<file path="config.mk">
export PLATFORM = sky130hd
export DESIGN_NAME = timer_controller_flat
export DESIGN_NICKNAME = d
export VERILOG_FILES = /design/src/rtl/timer_controller_pkg.sv /design/src/rtl/timer_controller_if.sv /design/src/rtl/timer_controller_debouncer.sv /design/src/rtl/timer_controller.sv /design/src/flat_wrapper.sv
export SDC_FILE = /design/constraint.sdc
export NUM_CORES = 1
export LEC_CHECK = 0
export BUFFER_PORTS_ARGS = -buffer_cell sky130_fd_sc_hd__buf_2
export CAP_MARGIN = 25
export CORE_MARGIN = 2
export CORE_UTILIZATION = 35
export CTS_BUF_LIST = sky130_fd_sc_hd__clkbuf_4 sky130_fd_sc_hd__clkbuf_8
export DETAILED_ROUTE_END_ITERATION = 8
export PLACE_DENSITY_LB_ADDON = 0.12
export SLEW_MARGIN = 10
export SYNTH_ARGS = -nofsm -noshare
export SYNTH_HDL_FRONTEND = slang
export SYNTH_HIERARCHICAL = 1
export SYNTH_SLANG_ARGS = --single-unit
</file>
<file path="constraint.sdc">
create_clock -name clk -period 4.8 [get_ports clk]
set_clock_uncertainty 0.1 [all_clocks]
set_input_delay 0.48 -clock clk [delete_from_list [all_inputs] [get_ports clk]]
set_output_delay 0.48 -clock clk [all_outputs]
set_load 0.05 [all_outputs]
</file>
<file path="src/rtl/timer_controller_pkg.sv">
// Shared types and defaults for the countdown timer sequencing controller.
package timer_ctrl_pkg;

    typedef enum logic [2:0] {
        IDLE  = 3'd0,
        LOAD  = 3'd1,
        RUN   = 3'd2,
        PAUSE = 3'd3,
        DONE  = 3'd4
    } state_e;

    localparam int unsigned CLK_HZ_DEFAULT = 50_000_000;

    // Bits needed to hold the values 0..max_val, never less than one.
    function automatic int unsigned cnt_width(input int unsigned max_val);
        return (max_val < 2) ? 1 : $clog2(max_val + 1);
    endfunction

endpackage

</file>
<file path="src/rtl/timer_controller_if.sv">
// Strobe/status bundle between the sequencing controller and the countdown datapath.
interface timer_controller_if;
    import timer_ctrl_pkg::*;

    logic   load;
    logic   dec_en;
    logic   count_zero;
    logic   running;
    logic   paused;
    logic   alarm;
    state_e state;

    modport master (
        output load, dec_en, running, paused, alarm, state,
        input  count_zero
    );

    modport slave (
        input  load, dec_en, running, paused, alarm, state,
        output count_zero
    );

endinterface

</file>
<file path="src/rtl/timer_controller_debouncer.sv">
// Key conditioner: 2-FF synchronizer, stable-level debouncer and a one-cycle
// pulse on each accepted press (debounced 1->0).
module button_debouncer
    import timer_ctrl_pkg::*;
#(
    parameter int unsigned DEBOUNCE_CYC = 1_000_000
) (
    input  logic clk,
    input  logic reset,
    input  logic btn_n,
    output logic level,
    output logic press
);

    localparam int unsigned   CW       = cnt_width(DEBOUNCE_CYC - 1);
    localparam logic [CW-1:0] CNT_LAST = CW'(DEBOUNCE_CYC - 1);

    logic          sync1_q, sync2_q;
    logic          level_q, level_d;
    logic          level_dly_q;
    logic          press_q;
    logic [CW-1:0] cnt_q, cnt_d;

    // The counter only runs while the synchronized key disagrees with the
    // accepted level; any agreement restarts the stability window.
    always_comb begin
        level_d = level_q;
        cnt_d   = '0;
        if (sync2_q != level_q) begin
            if (cnt_q == CNT_LAST) level_d = sync2_q;
            else                   cnt_d   = cnt_q + 1'b1;
        end
    end

    always_ff @(posedge clk) begin
        if (!reset) begin
            sync1_q     <= 1'b1;
            sync2_q     <= 1'b1;
            level_q     <= 1'b1;
            level_dly_q <= 1'b1;
            press_q     <= 1'b0;
            cnt_q       <= '0;
        end else begin
            sync1_q     <= btn_n;
            sync2_q     <= sync1_q;
            level_q     <= level_d;
            level_dly_q <= level_q;
            press_q     <= level_dly_q & ~level_q;
            cnt_q       <= cnt_d;
        end
    end

    assign level = level_q;
    assign press = press_q;

endmodule

</file>
<file path="src/rtl/timer_controller.sv">
// Countdown timer sequencer: debounced keys, 1 Hz-style tick enable, load/decrement
// strobes to the datapath and a timed alarm after expiry.
module timer_controller
    import timer_ctrl_pkg::*;
#(
    parameter int unsigned CLK_HZ       = CLK_HZ_DEFAULT,
    parameter int unsigned TICK_DIV     = CLK_HZ,
    parameter int unsigned DEBOUNCE_CYC = 1_000_000,
    parameter int unsigned ALARM_SECS   = 5
) (
    input  logic               clk,
    input  logic               reset,
    input  logic               start_btn,
    input  logic               pause_btn,
    timer_controller_if.master dp
);

    localparam int unsigned   TW         = cnt_width(TICK_DIV - 1);
    localparam logic [TW-1:0] TICK_LAST  = TW'(TICK_DIV - 1);
    localparam int unsigned   AW         = cnt_width(ALARM_SECS);
    localparam logic [AW-1:0] ALARM_LAST = AW'(ALARM_SECS - 1);

    logic start_ev, pause_ev;
    logic unused_start_lvl, unused_pause_lvl;

    button_debouncer #(.DEBOUNCE_CYC(DEBOUNCE_CYC)) u_start_db (
        .clk   (clk),
        .reset (reset),
        .btn_n (start_btn),
        .level (unused_start_lvl),
        .press (start_ev)
    );

    button_debouncer #(.DEBOUNCE_CYC(DEBOUNCE_CYC)) u_pause_db (
        .clk   (clk),
        .reset (reset),
        .btn_n (pause_btn),
        .level (unused_pause_lvl),
        .press (pause_ev)
    );

    state_e        state_q, state_d;
    logic [TW-1:0] tick_q, tick_d;
    logic [AW-1:0] alm_q, alm_d;
    logic          load_q, load_d;
    logic          dec_en_q, dec_en_d;
    logic          running_q, running_d;
    logic          paused_q, paused_d;
    logic          alarm_q, alarm_d;
    logic          tick_wrap;

    assign tick_wrap = (tick_q == TICK_LAST);

    // Start beats everything; expiry beats pause so DONE is never delayed.
    always_comb begin
        state_d = state_q;
        unique case (state_q)
            IDLE:  if (start_ev) state_d = LOAD;
            LOAD:  state_d = RUN;
            RUN: begin
                if      (start_ev)      state_d = LOAD;
                else if (dp.count_zero) state_d = DONE;
                else if (pause_ev)      state_d = PAUSE;
            end
            PAUSE: begin
                if      (start_ev) state_d = LOAD;
                else if (pause_ev) state_d = RUN;
            end
            DONE: begin
                if      (start_ev)                         state_d = LOAD;
                else if (tick_wrap && alm_q == ALARM_LAST) state_d = IDLE;
            end
            default: state_d = IDLE;
        endcase
    end

    // Entering LOAD or DONE restarts the phase; PAUSE and IDLE hold it.
    always_comb begin
        tick_d = tick_q;
        if (state_d != state_q && (state_d == LOAD || state_d == DONE))
            tick_d = '0;
        else if (state_q == LOAD || state_q == RUN || state_q == DONE)
            tick_d = tick_wrap ? '0 : tick_q + 1'b1;

        alm_d = alm_q;
        if (state_d == DONE && state_q != DONE) alm_d = '0;
        else if (state_q == DONE && tick_wrap)  alm_d = alm_q + 1'b1;

        dec_en_d  = (state_q == RUN) && (state_d == RUN) && tick_wrap && !dp.count_zero;
        load_d    = (state_d == LOAD);
        running_d = (state_d == RUN);
        paused_d  = (state_d == PAUSE);
        alarm_d   = (state_d == DONE);
    end

    always_ff @(posedge clk) begin
        if (!reset) begin
            state_q   <= IDLE;
            tick_q    <= '0;
            alm_q     <= '0;
            load_q    <= 1'b0;
            dec_en_q  <= 1'b0;
            running_q <= 1'b0;
            paused_q  <= 1'b0;
            alarm_q   <= 1'b0;
        end else begin
            state_q   <= state_d;
            tick_q    <= tick_d;
            alm_q     <= alm_d;
            load_q    <= load_d;
            dec_en_q  <= dec_en_d;
            running_q <= running_d;
            paused_q  <= paused_d;
            alarm_q   <= alarm_d;
        end
    end

    assign dp.load    = load_q;
    assign dp.dec_en  = dec_en_q;
    assign dp.running = running_q;
    assign dp.paused  = paused_q;
    assign dp.alarm   = alarm_q;
    assign dp.state   = state_q;

endmodule

</file>
<file path="src/flat_wrapper.sv">
// flat-port wrapper written by rule: the top's interface ports become plain ports
module timer_controller_flat import timer_ctrl_pkg::*;
#(
    parameter int unsigned CLK_HZ       = CLK_HZ_DEFAULT,
    parameter int unsigned TICK_DIV     = CLK_HZ,
    parameter int unsigned DEBOUNCE_CYC = 1_000_000,
    parameter int unsigned ALARM_SECS   = 5
)
  (clk, reset, start_btn, pause_btn, dp_load, dp_dec_en, dp_running, dp_paused, dp_alarm, dp_state, dp_count_zero);
  timer_controller_if dp_i ();
  input  logic clk;
  input  logic reset;
  input  logic start_btn;
  input  logic pause_btn;
  output wire logic [$bits(dp_i.load)-1:0] dp_load;
  output wire logic [$bits(dp_i.dec_en)-1:0] dp_dec_en;
  output wire logic [$bits(dp_i.running)-1:0] dp_running;
  output wire logic [$bits(dp_i.paused)-1:0] dp_paused;
  output wire logic [$bits(dp_i.alarm)-1:0] dp_alarm;
  output wire logic [$bits(dp_i.state)-1:0] dp_state;
  input wire logic [$bits(dp_i.count_zero)-1:0] dp_count_zero;
  assign dp_load = dp_i.load;
  assign dp_dec_en = dp_i.dec_en;
  assign dp_running = dp_i.running;
  assign dp_paused = dp_i.paused;
  assign dp_alarm = dp_i.alarm;
  assign dp_state = dp_i.state;
  assign dp_i.count_zero = dp_count_zero;
  timer_controller #(.CLK_HZ(CLK_HZ), .TICK_DIV(TICK_DIV), .DEBOUNCE_CYC(DEBOUNCE_CYC), .ALARM_SECS(ALARM_SECS)) u_core (.clk(clk), .reset(reset), .start_btn(start_btn), .pause_btn(pause_btn), .dp(dp_i));
endmodule
</file>
After elaboration in Yosys (flattened, before gate mapping)
Cells that the tools add are included.
- word-level logic and storage cells: 75
- bits in latches: 0
- bits of input ports: 5
- register bits: 87
- output and inout bits: 8
- bits in writable memories: 0
- memories: 0
- ROM bits: 0
- div/mod/pow operators: 0
- $add $sub $neg: 4
- magnitude comparators: 0
- reductions and logical operators: 18
- equal/unequal tests: 16
- bitwise gates (word level): 7
- mux-type cells: 10
- multipliers: 0
- shifts and indexed selects: 0
- operator list (kind ; count):
    adder 20 x 1 -> 20 bit (second input constant) ; 2
    == test 20 bit (second input constant) ; 2
    adder 26 x 1 -> 26 bit (second input constant) ; 1
    == test 26 bit (second input constant) ; 1
    two-way mux 26 bit ; 1
    two-way mux 3 bit ; 8
    one-hot mux 3 bit (5 select lines) ; 1
    == test 3 x 2 -> 1 bit (second input constant) ; 4
    == test 3 bit (second input constant) ; 3
    logical AND 1 bit ; 7
    == test 3 x 1 -> 1 bit (second input constant) ; 2
    OR reduction 3 bit ; 2
    NOT 1 bit ; 5
    AND reduction 2 bit ; 2
    OR reduction 2 bit ; 2
    adder 3 x 1 -> 3 bit (second input constant) ; 1
    logical NOT 3 bit ; 1
    logical OR 1 bit ; 3
    != test 3 bit ; 1
    != test 3 bit (second input constant) ; 1
    AND 1 bit ; 2
    != test 1 bit ; 2
    logical NOT 1 bit ; 1

Logic depth before layout (Yosys ltp)
- word-level depth: 9
- depth in mapped cells: 8

Cells and area by module
The synthesis kept the hierarchy.
- modules (own cells, without submodules) (module ; times used ; cells each ; area each (um2)):
    button_debouncer ; 2 ; 118 ; 1064.8
    timer_controller ; 1 ; 228 ; 1875.5

Least setup slack after synthesis
Ideal clock, no wire load.
- path kind: register to register
- start point: register u_core.state_q[0], in the netlist u_core/dp.state[0]
- end point: register u_core.tick_q[16]
- data required time: 4.628 ns
- path buffers: 1
- stages on the path, launching flop included: 7
- path slack: 2.432 ns
- data arrival time: 2.196 ns
- period minus slack after synthesis: 2.368 ns
- path through: dfxtp_1 > buf_2 > xor2_2 > o2111ai_4 > or3_1 > or3_1 > a21oi_1
- word-level cells in the longest chain between the ends: 8
- RTL lines (what ; RTL line ; RTL):
    start, declared ; timer_controller.sv:42 ; state_e state_q, state_d;
    start signal, assigned ; timer_controller.sv:107 ; state_q <= state_d;
    two-way mux 3 bit ; timer_controller.sv:63 ; else if (pause_ev) state_d = PAUSE;
    two-way mux 3 bit ; timer_controller.sv:62 ; else if (dp.count_zero) state_d = DONE;
    two-way mux 3 bit ; timer_controller.sv:61 ; if (start_ev) state_d = LOAD;
    one-hot mux 3 bit (5 select lines) ; timer_controller.sv:57 ; unique case (state_q)
    == test 3 x 1 -> 1 bit / == test 3 bit (equally long branches) ; timer_controller.sv:80 ; if (state_d != state_q && (state_d == LOAD || state_d == DONE))
    logical OR 1 bit ; timer_controller.sv:80 ;
    logical AND 1 bit ; timer_controller.sv:80 ;
    OR reduction 2 bit (no source line) ; -- ;
    end signal, assigned ; timer_controller.sv:108 ; tick_q <= tick_d;
    end, declared ; timer_controller.sv:43 ; logic [TW-1:0] tick_q, tick_d;
Several ways; a longest one is shown, not always the timed one.
A chain may end at the register's enable or synchronous reset.

Final worst setup path
- start point: register u_core.state_q[1], in the netlist u_core/dp.state[1]
- end point: register u_core.tick_q[17]
The elaborated chain is that of the path after synthesis.

==> reports/results.tsv <==
stage	metric	value	unit
outcome	outcome	complete, no violations	
cells_and_area	layout_commonest_cell	dfxtp_1	
floorplan	start_util	35.53	%
grt	grt_usage	13.80	%
worst_setup_path	critPathBufInv	0	
power	p_switching	0.2703	mW
clocking	cts_buffers	9	
routing	drtIter0Drc	137	
cells_and_area	final.fill_count	1150	
sta	setup_ws	2.363	ns
worst_setup_path	path_class	flop to flop	
floorplan	fp.coreArea	0.01127	mm2
yosys	synth_cell_type_count	48	
min_path	hold_depth	2	
routing	first_pass_iters	4	
clocking	postCtsSetupRepairBufs	0	
worst_setup_path	reg2reg_slack	2.36	ns
sta	fin_crit_sh	50.78	%
clocking	clkLatencyLatePin	0.35	ns
placed_design	place_ws	2.352	ns
min_path	hold_start	start_btn	
routing	vias	3165	
power	total_power	1.318	mW
min_path	min_to	u_core/u_start_db/sync1_q	
cells_and_area	fin_nets	482	
power	irDropWorstVdd	0.0002313	V
clocking	clk_pin_slew	0.09	ns
clocking	ctsResizeCount	0	
worst_setup_path	critical_path.startpoint_type	flop	
yosys	synth_area	0.004005	mm2
yosys	netlist_instances	464	
cells_and_area	multi_input_area	0.002106	mm2
worst_setup_path	arrival	2.57	ns
placed_design	place.gp.congestion	0.7524	
cells_and_area	diodes	0	
clocking	cts-htree-levels	3	
cells_and_area	syn_to_final_growth	9.778	%
yosys	synthArstFlopShare	0	%
worst_setup_path	crit_path_max_incr_delay	0.61	ns
worst_setup_path	worstPathCellList	nor2b_1, o21ai_0, nand3_1, a21o_1, nor2_1	
power	clkPwrFrac	43.9	%
worst_setup_path	slowest_stage	dfxtp_1	
cells_and_area	drive_above_1_share	8.805	%
placed_design	placedCellCount	604	
routing	postRouteWirelength	8.102	mm
clocking	tritoncts	done	
routing	viasPerCell	5.105	
cells_and_area	final_cell_mix	dfxtp_1 (87), nor2_1 (55), nand2_1 (44)	
power	powerDensity	299.7	mW/mm2
sta	rsz0062_at_grt	false	
routing	ant_nets	0	
cells_and_area	fin_cells	620	
power	pwr-share-seq	54.9	%
cells_and_area	register_area	0.001742	mm2
routing	avgRoutedWirePerCell	13.07	um
floorplan	num_io_pins	13	
sta	final_max_slew_viol_count	0	
floorplan	die_area	0.01231	mm2
worst_setup_path	worst_r2r_startpoint	u_core/dp.state[1]	
sta	finalSetupViolations	0	
grt	overflow	0	
sta	hold_viol_final	0	
yosys	ys_seq_elements	87	
sta	fin_tns_setup	0	ns
floorplan	fp.dieW	111.0	um
clocking	cts_max_path_buffers	2	
sta	clock.fmax	410.3	MHz
clocking	clkSinkCount	87	
grt	grt_start_max_net_pins	20	
power	p_int	1.047	mW
min_path	hp-class	input pin to flop	
sta	tightest_slew	0.7279	ns
yosys	ys.flop_type	dfxtp_1	
worst_setup_path	r2r-end	u_core/tick_q[17]	
floorplan	rows	39	
placed_design	dp_hpwl	5.702	mm
grt	grt_pass1_vias	2966	
sta	fin_crit	2.437	ns
power	p_sw_share	20.51	%
sta	slew_headroom	51.26	%
yosys	avgSynthCellArea	8.632	um2
worst_setup_path	worstSetupEndpointType	flop	
grt	grt_pass1_wl	14.04	mm
yosys	synth_edf_count	0	
worst_setup_path	cp_max_fo	15	
power	pwr-share-comb	1.2	%
clocking	ctsRootBufferMaster	clkbuf_8	
worst_setup_path	reg2reg_depth	5	
run	max_cap_viol_count	0	
yosys	ys_seq_area_share	43.49	%
yosys	syn-num-nets	474	
grt	antenna_found_initial	0	
routing	drc_errors	0	
yosys	yosysWarnings	6	
cells_and_area	fin_util	39.01	%
power	p_leak	1.376	nW
worst_setup_path	cp.required	4.93	ns
floorplan	die_height	111.0	um
placed_design	portBuffers	12	
worst_setup_path	cpLargestDelayFamily	simple AND/OR/NAND/NOR gates	
clocking	ctsHoldBuffers	0	
[state kept, by name (all words and copies together), names as in the netlist]
| name | cells |
|---|---|
| u_core/u_pause_db/cnt_q | 20 |
| u_core/u_pause_db/press | 1 |
| u_core/tick_q | 26 |
| u_core/u_start_db/sync2_q | 1 |
| u_core/u_pause_db/sync2_q | 1 |
| u_core/u_start_db/level_dly_q | 1 |
| u_core/u_start_db/press | 1 |
| u_core/dp.load | 1 |
| u_core/dp.running | 1 |
| u_core/alm_q | 3 |
| u_core/u_start_db/level | 1 |
| u_core/u_pause_db/level | 1 |
| u_core/u_pause_db/sync1_q | 1 |
| u_core/u_start_db/sync1_q | 1 |
| u_core/dp.paused | 1 |
| u_core/dp.state | 3 |
| u_core/dp.dec_en | 1 |
| u_core/dp.alarm | 1 |
| u_core/u_start_db/cnt_q | 20 |
| u_core/u_pause_db/level_dly_q | 1 |
[metal layers]
metal  vias to the layer above  GRT usage [%]  wire (um)
li1                       1648              -          -
met1                      1472          17.87       3969
met2                        34          22.21       3755
met3                        11          3.499        221
met4                         0          5.250        156
met5                         -              0          0
[metrics by stage]
stage | hold WS (ns) | instance area (um2)
floorplan | 0.2863 | 4005
global placement | 0.2894 | 4165
global route | 0.1917 | 4397
detailed placement | 0.2962 | 4165
finish | 0.2104 | 4397
CTS | 0.1927 | 4397
[synth_stat cells (2+ instances only)]
| cell type | instances | share of area (%) |
|---|---|---|
| dfxtp_1 | 87 | 43 |
| nor2_1 | 55 | 5.2 |
| nand2_1 | 44 | 4.1 |
| a21oi_1 | 30 | 3.7 |
| xnor2_1 | 27 | 5.9 |
| inv_1 | 21 | 2.0 |
| o21ai_0 | 19 | 2.4 |
| nand3_1 | 18 | 2.2 |
| or3_1 | 15 | 2.3 |
| nand4_1 | 13 | 2.0 |
| xor2_1 | 12 | 2.6 |
| nor3_1 | 11 | 1.4 |
| or4_1 | 11 | 2.1 |
| nor4_1 | 10 | 1.6 |
| and3_1 | 7 | 1.1 |
| clkbuf_1 | 7 | 0.66 |
| nand2b_1 | 6 | 0.94 |
| buf_2 | 5 | 0.62 |
| ha_1 | 5 | 1.6 |
| nor4b_1 | 5 | 1.1 |
| a2bb2oi_1 | 4 | 0.87 |
| and2_1 | 4 | 0.62 |
| and4_1 | 4 | 0.87 |
| nand3b_1 | 4 | 0.75 |
| nor2b_1 | 4 | 0.62 |
| o31ai_1 | 4 | 0.75 |
| o21a_1 | 3 | 0.56 |
| a21o_1 | 2 | 0.37 |
| buf_6 | 2 | 0.56 |
| nand4_2 | 2 | 0.62 |
| o211ai_4 | 2 | 1.1 |
| o41a_1 | 2 | 0.56 |
| or2_2 | 2 | 0.31 |
| or3b_2 | 2 | 0.44 |
| or4_4 | 2 | 0.56 |
[worst reg2reg max path, stage by stage (launching register included)]
cell and delay, ns:
dfxtp_1 0.61, nor2b_1 0.34, o21ai_0 0.21, nand3_1 0.55, a21o_1 0.43, nor2_1 0.10
[logic make-up (layout without fill, tap and decap cells)]
kind of cell / after synthesis / in the layout / synth area share (%)
and+or+nand+nor: 223 / 223 / 29.83
DFF: 87 / 87 / 43.49
AOI/OAI and AO/OA: 73 / 73 / 12.25
xor gates and xnor gates: 40 / 40 / 8.935
buffers and inverters: 36 / 49 / 3.936
adders and majority gates: 5 / 5 / 1.562
[power groups by stage]
| stage | Clock, mW | Combinational [mW] | Sequential, mW |
|---|---|---|---|
| after floorplan | 0 | 0.00984 | 0.741 |
| after global placement | 0 | 0.0155 | 0.741 |
| after detailed placement | 0 | 0.0160 | 0.741 |
| after CTS | 0.604 | 0.0159 | 0.724 |
| after global routing | 0.629 | 0.0178 | 0.724 |
| final | 0.578 | 0.0155 | 0.724 |
[worst max path at each step]
stage / startpoint / end / depth (start not counted)
after floorplan: u_core/dp.state[0] / u_core/tick_q[16] / 6
after CTS: u_core/dp.state[1] / u_core/tick_q[25] / 5
after global routing: u_core/dp.state[1] / u_core/tick_q[11] / 5
after detailed placement: u_core/dp.state[1] / u_core/tick_q[19] / 5
final: u_core/dp.state[1] / u_core/tick_q[17] / 5
after global placement: u_core/dp.state[1] / u_core/tick_q[23] / 5
[cell type report]
class | instances | share of cell area [%]
Sequential cell | 87 | 39.61
Multi-Input combinational cell | 341 | 47.89
Clock inverter | 5 | 1.821
Timing Repair Buffer | 12 | 1.366
Clock buffer | 11 | 3.443
Tap cell | 143 | 4.069
Inverter | 21 | 1.793
Note: power is estimated with default switching activity, not from simulation.
